[config.mk]
export PLATFORM = sky130hd
export DESIGN_NAME = lut_recip_range_ctrl
export DESIGN_NICKNAME = d
export VERILOG_FILES = /design/src/rtl/recip_pkg.sv /design/src/rtl/lut_recip_range_ctrl.sv
export SDC_FILE = /design/constraint.sdc
export NUM_CORES = 1
export LEC_CHECK = 0
export ABC_CLOCK_PERIOD_IN_PS = 2950
export CAP_MARGIN = 20
export CORE_MARGIN = 3
export CORE_UTILIZATION = 50
export CTS_CLUSTER_SIZE = 30
export DETAILED_ROUTE_END_ITERATION = 6
export PLACE_DENSITY = 0.79
export SYNTH_ARGS = -nofsm -noshare
export SYNTH_HDL_FRONTEND = slang
export SYNTH_SLANG_ARGS = --single-unit
[constraint.sdc]
create_clock -name clk -period 2.95 [get_ports clk]
set_clock_uncertainty 0.2 [all_clocks]
set_input_delay 0.59 -clock clk [delete_from_list [all_inputs] [get_ports clk]]
set_output_delay 0.59 -clock clk [all_outputs]
set_load 0.02 [all_outputs]
[src/rtl/recip_pkg.sv]
// rtl/recip_pkg.sv - shared state encoding and sizing helpers for the reciprocal range controller
package recip_pkg;

  typedef enum logic [2:0] {
    IDLE,
    NORM,
    WAIT,
    DENORM,
    OUT
  } state_t;

  localparam int P_DEF = 22;
  localparam int W_DEF = P_DEF + 3;
  localparam logic [W_DEF-1:0] SAT_ONES = '1;

  // Signed shift count must reach +(P+1) and -1 without wrapping.
  function automatic int k_width(input int p);
    return $clog2(p + 3) + 1;
  endfunction

  function automatic int cnt_width(input int lat);
    return $clog2(lat + 2);
  endfunction

  localparam int K_W   = k_width(P_DEF);
  localparam int CNT_W = cnt_width(1);

endpackage

[src/rtl/lut_recip_range_ctrl.sv]
// rtl/lut_recip_range_ctrl.sv - normalise operand into [2,4), drive the LUT core, denormalise 1/x
module lut_recip_range_ctrl
  import recip_pkg::*;
#(
  parameter int P        = P_DEF,
  parameter int CORE_LAT = 1
) (
  input  logic         clk,
  input  logic         rst_n,
  input  logic         in_valid,
  output logic         in_ready,
  input  logic [P+2:0] in_x,
  output logic [P+2:0] core_x,
  input  logic [P+2:0] core_recip,
  output logic         out_valid,
  input  logic         out_ready,
  output logic [P+2:0] out_recip,
  output logic         out_dz,
  output logic         out_ovf
);

  localparam int W  = P + 3;
  localparam int KW = k_width(P);
  localparam int CW = cnt_width(CORE_LAT);
  localparam logic signed [KW-1:0] K_ONE   = KW'(1);
  localparam logic signed [KW-1:0] K_M1    = '1;
  localparam logic [CW-1:0]        CNT_END = CW'(CORE_LAT);

  state_t                 state, state_n;
  logic [W-1:0]           xn, xn_n;
  logic [W-1:0]           r, r_n;
  logic [W-1:0]           recip_n;
  logic signed [KW-1:0]   k, k_n;
  logic [CW-1:0]          cnt, cnt_n;
  logic                   dz_n, ovf_n;

  assign in_ready  = (state == IDLE);
  assign out_valid = (state == OUT);
  assign core_x    = xn;

  always_ff @(posedge clk or negedge rst_n) begin
    if (!rst_n) begin
      state     <= IDLE;
      xn        <= '0;
      r         <= '0;
      k         <= '0;
      cnt       <= '0;
      out_recip <= '0;
      out_dz    <= 1'b0;
      out_ovf   <= 1'b0;
    end else begin
      state     <= state_n;
      xn        <= xn_n;
      r         <= r_n;
      k         <= k_n;
      cnt       <= cnt_n;
      out_recip <= recip_n;
      out_dz    <= dz_n;
      out_ovf   <= ovf_n;
    end
  end

  always_comb begin
    state_n = state;
    xn_n    = xn;
    r_n     = r;
    k_n     = k;
    cnt_n   = cnt;
    recip_n = out_recip;
    dz_n    = out_dz;
    ovf_n   = out_ovf;
    case (state)
      IDLE: begin
        if (in_valid) begin
          xn_n    = in_x;
          k_n     = '0;
          state_n = NORM;
        end
      end
      NORM: begin
        if (xn == '0) begin
          recip_n = '1;
          dz_n    = 1'b1;
          state_n = OUT;
        end else if (xn[P+2]) begin
          xn_n = xn >> 1;
          k_n  = K_M1;
        end else if (xn[P+1]) begin
          cnt_n   = '0;
          state_n = WAIT;
        end else begin
          xn_n = xn << 1;
          k_n  = k + K_ONE;
        end
      end
      WAIT: begin
        if (cnt == CNT_END) begin
          r_n     = core_recip;
          state_n = DENORM;
        end else begin
          cnt_n = cnt + 1'b1;
        end
      end
      DENORM: begin
        // Sign bit set means k == -1, the only negative count possible.
        if (k == '0) begin
          recip_n = r;
          state_n = OUT;
        end else if (k[KW-1]) begin
          r_n = r >> 1;
          k_n = '0;
        end else if (r[P+2]) begin
          recip_n = '1;
          ovf_n   = 1'b1;
          state_n = OUT;
        end else begin
          r_n = r << 1;
          k_n = k - K_ONE;
        end
      end
      OUT: begin
        if (out_ready) begin
          dz_n    = 1'b0;
          ovf_n   = 1'b0;
          state_n = IDLE;
        end
      end
      default: state_n = IDLE;
    endcase
  end

endmodule

==> results of run 1 <==
cell usage in the layout (no fill, tap or decap), types with 2 or more instances in the layout:
master,Yosys,layout
clkdlybuf4s50_1,0,106
o22a_1,28,28
clkinv_4,0,2
o22ai_1,3,2
dfrtp_1,88,88
o21ai_1,26,26
nor3_1,5,5
ha_1,3,3
nor3b_1,18,18
nand4_1,2,2
o21ai_0,35,35
nand2b_1,3,3
and3_1,25,25
bufinv_16,0,2
a31oi_1,4,4
mux2_1,21,21
clkbuf_8,0,10
nor4_1,5,5
mux2_2,3,3
a22oi_1,9,9
a22o_1,2,2
nand3_1,5,5
buf_12,0,2
buf_4,2,15
a21oi_1,68,68
a2bb2oi_1,2,2
a21o_1,2,2
nor2b_1,2,2
or3_1,2,2
nor2_1,36,36
nand2_1,62,62
inv_1,8,8
worst min-delay path by stage:
stage / endpoint / cells past startpoint / slack [ns] / start
4_1_cts: core_x[14]$_DFFE_PN0P_ / 1 / 0.03 / rst_n
3_5_place_dp: out_dz$_DFFE_PN0P_ / 1 / 0.26 / out_dz$_DFFE_PN0P_
5_1_grt: core_x[14]$_DFFE_PN0P_ / 1 / 0.04 / rst_n
3_3_place_gp: out_dz$_DFFE_PN0P_ / 1 / 0.26 / out_dz$_DFFE_PN0P_
6_report: core_x[14]$_DFFE_PN0P_ / 1 / 0.02 / rst_n
2_1_floorplan: cnt[0]$_DFFE_PN0P_ / 0 / 0.09 / rst_n
worst max-delay path: stages (launching register included):
cell and delay, ns:
dfrtp_1 0.35, inv_1 0.08, or3_1 0.41, inv_1 0.10
clkdlybuf4s50_1 0.60
layout make-up:
class / count / share of cell area
Sequential cell: 88 / 0.353
Tap cell: 129 / 0.0259
Clock inverter: 6 / 0.0146
Timing Repair Buffer: 123 / 0.195
Clock buffer: 10 / 0.0221
Inverter: 8 / 0.00481
Multi-Input combinational cell: 395 / 0.385
synth_stat cells (2+ instances only):
master	number
mux2_2	3
buf_2	8
nand2b_1	3
a21oi_1	68
clkbuf_1	31
and3_1	25
nor3_1	5
buf_4	2
o21ai_0	35
a31oi_1	4
dfrtp_1	88
mux2_1	21
inv_1	8
a21o_1	2
nor2_1	36
a22o_1	2
nor2b_1	2
nor4_1	5
a22oi_1	9
nand3_1	5
a2bb2oi_1	2
nand4_1	2
ha_1	3
o22ai_1	3
o22a_1	28
o21ai_1	26
nor3b_1	18
or3_1	2
nand2_1	62
cell families after synthesis:
kind of cell / after synthesis / share of synthesized area
buffers and inverters: 51 / 0.0450
adders and majority gates: 3 / 0.00780
and+or+nand+nor: 175 / 0.187
muxes: 25 / 0.0582
DFF: 88 / 0.457
AOI/OAI and AO/OA: 192 / 0.244
flip-flops by register name (all words and copies together), names as in the netlist:
register,count
state,3
r,25
out_dz,1
cnt,2
core_x,25
out_ovf,1
out_recip,25
k,6
power by group through the flow:
stage	registers [mW]	logic [mW]	clock network [mW]
CTS	2.35	3.88	0.975
floorplan	2.56	2.27	0
detailed placement	2.37	3.86	0
global route	2.45	4.26	1.03
global placement	2.35	3.74	0
finish	2.37	3.88	0.964
metal layers:
layer / up-vias / global-route usage
met5: - / 0
met4: 0 / 0.0684
met3: 20 / 0.0466
met2: 126 / 0.390
met1: 2212 / 0.333
li1: 2125 / -
==> impl_metrics.toml, run 1 <==
[placed_design]
place_ws_ns = 0.471
gp_congestion = 0.844
dpl.hpwl_um = 8650
place_area_sq_um = 6010
port_buffers = 107
dp_cells = 743

[worst_setup_path]
required_ns = 2.16
reg2reg_depth = 6
crit_path_start = "state[2]$_DFFE_PN0P_"
end_kind = "output pin"
path_max_fanout = 4
startpoint_type = "register"
reg2reg_slack_ns = 0.50
reg2reg_to = "core_x[4]$_DFFE_PN0P_"
worstSetupPathType = "register to output pin"
r2r-start = "core_x[2]$_DFFE_PN0P_"
endpoint = "out_valid"
cp.arrival_ns = 1.91

[yosys]
syn_inst = 534
synth_edf_count = 0
yosysSeqAreaShare = 0.457
avgSynthCellArea_sq_um = 9.02
async_flop_share = 1.00
ys_ff_latch = 88
synth_top_area_cell = "dfrtp_1"
syn_area_sq_um = 4810
yosys-top-cells-area = "dfrtp_1 (46%), a21oi_1 (7.1%), o22a_1 (5.1%)"
synth_top_area_frac = 0.457
ys_types = 55
syn_nets = 591
ys.flop_type = "dfrtp_1"
yosysWarnings = 0

[clock_tree]
path_clk_slew_ns = 0.09
cts-root-buf = "clkbuf_8"
post_cts_resized = 0
htreeDepth = 3
cts_hold_buf = 0
cts_made_buffers = 9
cts_buffer_depth = 2
clkSinkCount = 88
post_cts_buffers = 0
clock_latency_ns = 0.36
cts_tree = "done"

[power_and_ir_drop]
p_sw_mw = 3.18
p_comb_frac = 0.538
leakage_nw = 2.56
fin_total_pwr_mw = 7.21
ir_worst_vdd_mv = 0.557
power_density_nw_per_um2 = 1160
p_clk_frac = 0.134
switching_share = 0.441
power.internal_mw = 4.03
seqPwrFrac = 0.328

[finish]
n_antenna_cell = 0
fin_nets = 682
seqCellArea_sq_um = 2200
multi_input_area_sq_um = 2400
n_fill_cell = 786
drive_gt1_frac = 0.0714
design_area_sq_um = 6240
area_delta_synth_final_pct = 29.6
finish.utilization = 0.672
stdcell_count = 759

[sta]
hold_ws_ns = 0.0222
slew_viol_final = 0
final.setup.tns_ns = 0
setup_slack_ns = 0.255
relSlewSlack = 0.415
fin_crit_sh = 0.914
setup-violations-final = 0
clock.fmax_mhz = 371
max_slew.worst_pin.slew_ns = 0.878
rsz0062_at_grt = "false"
final_hold_viol_count = 0
period_needed_ns = 2.70

[route]
wl_met3_um = 667
remaining_drc_errors = 0
ant_nets = 0
vias = 4483
vias_per_cell = 5.91
drt-initial-drc-count = 276
met1Wirelength_um = 5720
drt-pass1-iter-count = 5
wirelength_um = 13000
routedWlPerCell_um = 17.1
top_layer_used = "met4"
wl_met2_um = 6390

[grt]
grt_pass1_vias = 4338
grt-ovfl-total = 0
antenna_found_initial = 0
grt_pass1_wl_um = 21800
grt_max_degree = 51
globalRouteTotalUtil = 0.241

[floorplanning]
dieHeight_um = 104
dieArea_sq_um = 10800
die_w_um = 104
io_pins = 108
initial_core_util = 0.519
fp-row-count = 35
coreArea_sq_um = 9280

[job]
max-cap-violations = 0

[hold_path]
hold_class = "primary input to asynchronous set/reset pin"

[status]
status = "complete, no violations"
No activity file was read; power rests on OpenSTA's default activity.
==> run 2: changes to the inputs <==
CTS_CLUSTER_DIAMETER = 50   (was unset)
==> results of run 2 <==
Final layout, timing and power as in run 1 (identical DEF).
==> run 3: changes to the inputs <==
CORE_MARGIN = unset   (was 3)
GPL_ROUTABILITY_DRIVEN = 0   (was unset)
SLEW_MARGIN = 20   (was unset)
==> impl_metrics.toml, run 3 (synthesized netlist as in run 1, its figures left out) <==
[status]
status = "complete, no violations"

[sta]
relSlewSlack = 0.521
final.setup.tns_ns = 0
slew_viol_final = 0
hold_ws_ns = 0.0479
setup-violations-final = 0
setup_slack_ns = 0.246
clock.fmax_mhz = 370
max_slew.worst_pin.slew_ns = 0.718
rsz0062_at_grt = "false"
period_needed_ns = 2.70
final_hold_viol_count = 0
fin_crit_sh = 0.916

[worst_setup_path]
path_max_fanout = 4
path_depth = 4
cp_common_cell = "inv_1"
cpPeakStageDelay_ns = 0.60
startpoint_type = "register"
path_cells = "inv_1 -> or3_1 -> inv_1 -> clkdlybuf4s50_1"
end_kind = "output pin"
cp.arrival_ns = 1.91
critPathTopFamily = "buffers and inverters"
required_ns = 2.16
reg2reg_depth = 6
endpoint = "out_valid"
r2r-start = "core_x[24]$_DFFE_PN0P_"
reg2reg_slack_ns = 0.44
crit_path_start = "state[2]$_DFFE_PN0P_"
worstSetupPathType = "register to output pin"
cp.buffers_inverters = 3
reg2reg_to = "core_x[12]$_DFFE_PN0P_"
slowest_stage = "clkdlybuf4s50_1"

[grt]
globalRouteTotalUtil = 0.264
antenna_found_initial = 0
grt-ovfl-total = 0
grt_pass1_vias = 4285
grt_pass1_wl_um = 21100
grt_max_degree = 54

[power_and_ir_drop]
ir_worst_vdd_mv = 0.469
leakage_nw = 2.53
fin_total_pwr_mw = 7.00
switching_share = 0.454
p_sw_mw = 3.18
power.internal_mw = 3.82
seqPwrFrac = 0.336
power_density_nw_per_um2 = 1130
p_comb_frac = 0.552
p_clk_frac = 0.113

[floorplanning]
fp-row-count = 35
die_w_um = 100
dieHeight_um = 100
initial_core_util = 0.519
coreArea_sq_um = 9280
dieArea_sq_um = 10000
io_pins = 108

[hold_path]
hold_class = "primary input to asynchronous set/reset pin"

[route]
drt-pass1-iter-count = 6
vias_per_cell = 5.91
remaining_drc_errors = 0
ant_nets = 0
wirelength_um = 12700
vias = 4486
drt-initial-drc-count = 364
routedWlPerCell_um = 16.7

[clock_tree]
htreeDepth = 3
cts_hold_buf = 0
cts_made_buffers = 9
post_cts_buffers = 0
post_cts_resized = 0
path_clk_slew_ns = 0.10
cts_buffer_depth = 2
cts-root-buf = "clkbuf_8"
cts_tree = "done"
clock_latency_ns = 0.37
clkSinkCount = 88

[finish]
drive_gt1_frac = 0.0714
area_delta_synth_final_pct = 28.3
final_common_cell = "clkdlybuf4s50_1"
n_antenna_cell = 0
fin_nets = 682
final_cell_mix = "clkdlybuf4s50_1 (106), dfrtp_1 (88), a21oi_1 (68)"
n_fill_cell = 765
design_area_sq_um = 6180

[placed_design]
port_buffers = 107
dpl.hpwl_um = 8420
place_ws_ns = 0.473
place_area_sq_um = 6000

[job]
max-cap-violations = 0
run 3: how the worst min path moves through the flow:
stage / startpoint / endpoint / slack [ns] / depth (start not counted)
global placement: out_dz$_DFFE_PN0P_ / out_dz$_DFFE_PN0P_ / 0.26 / 1
floorplan: rst_n / cnt[0]$_DFFE_PN0P_ / 0.09 / 0
finish: rst_n / core_x[14]$_DFFE_PN0P_ / 0.05 / 1
CTS: rst_n / core_x[14]$_DFFE_PN0P_ / 0.08 / 1
detailed placement: out_dz$_DFFE_PN0P_ / out_dz$_DFFE_PN0P_ / 0.29 / 1
global route: rst_n / core_x[14]$_DFFE_PN0P_ / 0.12 / 1
run 3: metal layers:
metal  wire length (um)  track usage
met5                  0            0
met4                198       0.0970
met3                757       0.0453
met2               6170        0.430
met1               5540        0.356
run 3: power groups by stage:
| stage | registers (mW) | logic [mW] | clock network (mW) |
|---|---|---|---|
| after floorplan | 2.56 | 2.27 | 0 |
| after global placement | 2.32 | 3.72 | 0 |
| final | 2.35 | 3.86 | 0.788 |
| after CTS | 2.33 | 3.86 | 0.800 |
| after global routing | 2.43 | 4.24 | 0.847 |
| after detailed placement | 2.35 | 3.84 | 0 |
run 3: area by class of cell:
cell class | instances | area [sq um] | area share
tap | 129 | 161 | 0.0261
sequential | 88 | 2200 | 0.357
multi-input combinational | 395 | 2400 | 0.389
timing repair buffer | 123 | 1200 | 0.194
clock buffer | 9 | 124 | 0.0201
inverter | 8 | 30.0 | 0.00486
clock inverter | 7 | 55.1 | 0.00891
run 3: per-stage QoR:
step / cells / utilization
detailed placement: 743 / 0.646
finish: 759 / 0.665
floorplan: 534 / -
global placement: 743 / 0.646
global route: 759 / 0.665
CTS: 759 / 0.665
run 3: worst register-to-register path: cells and delay by family, from the launching register on:
family                 cells  cell delay (ns)
buffers and inverters      2             0.77
DFF                        1             0.63
muxes                      1             0.30
and+or+nand+nor            1             0.28
AOI/OAI and AO/OA          2             0.22
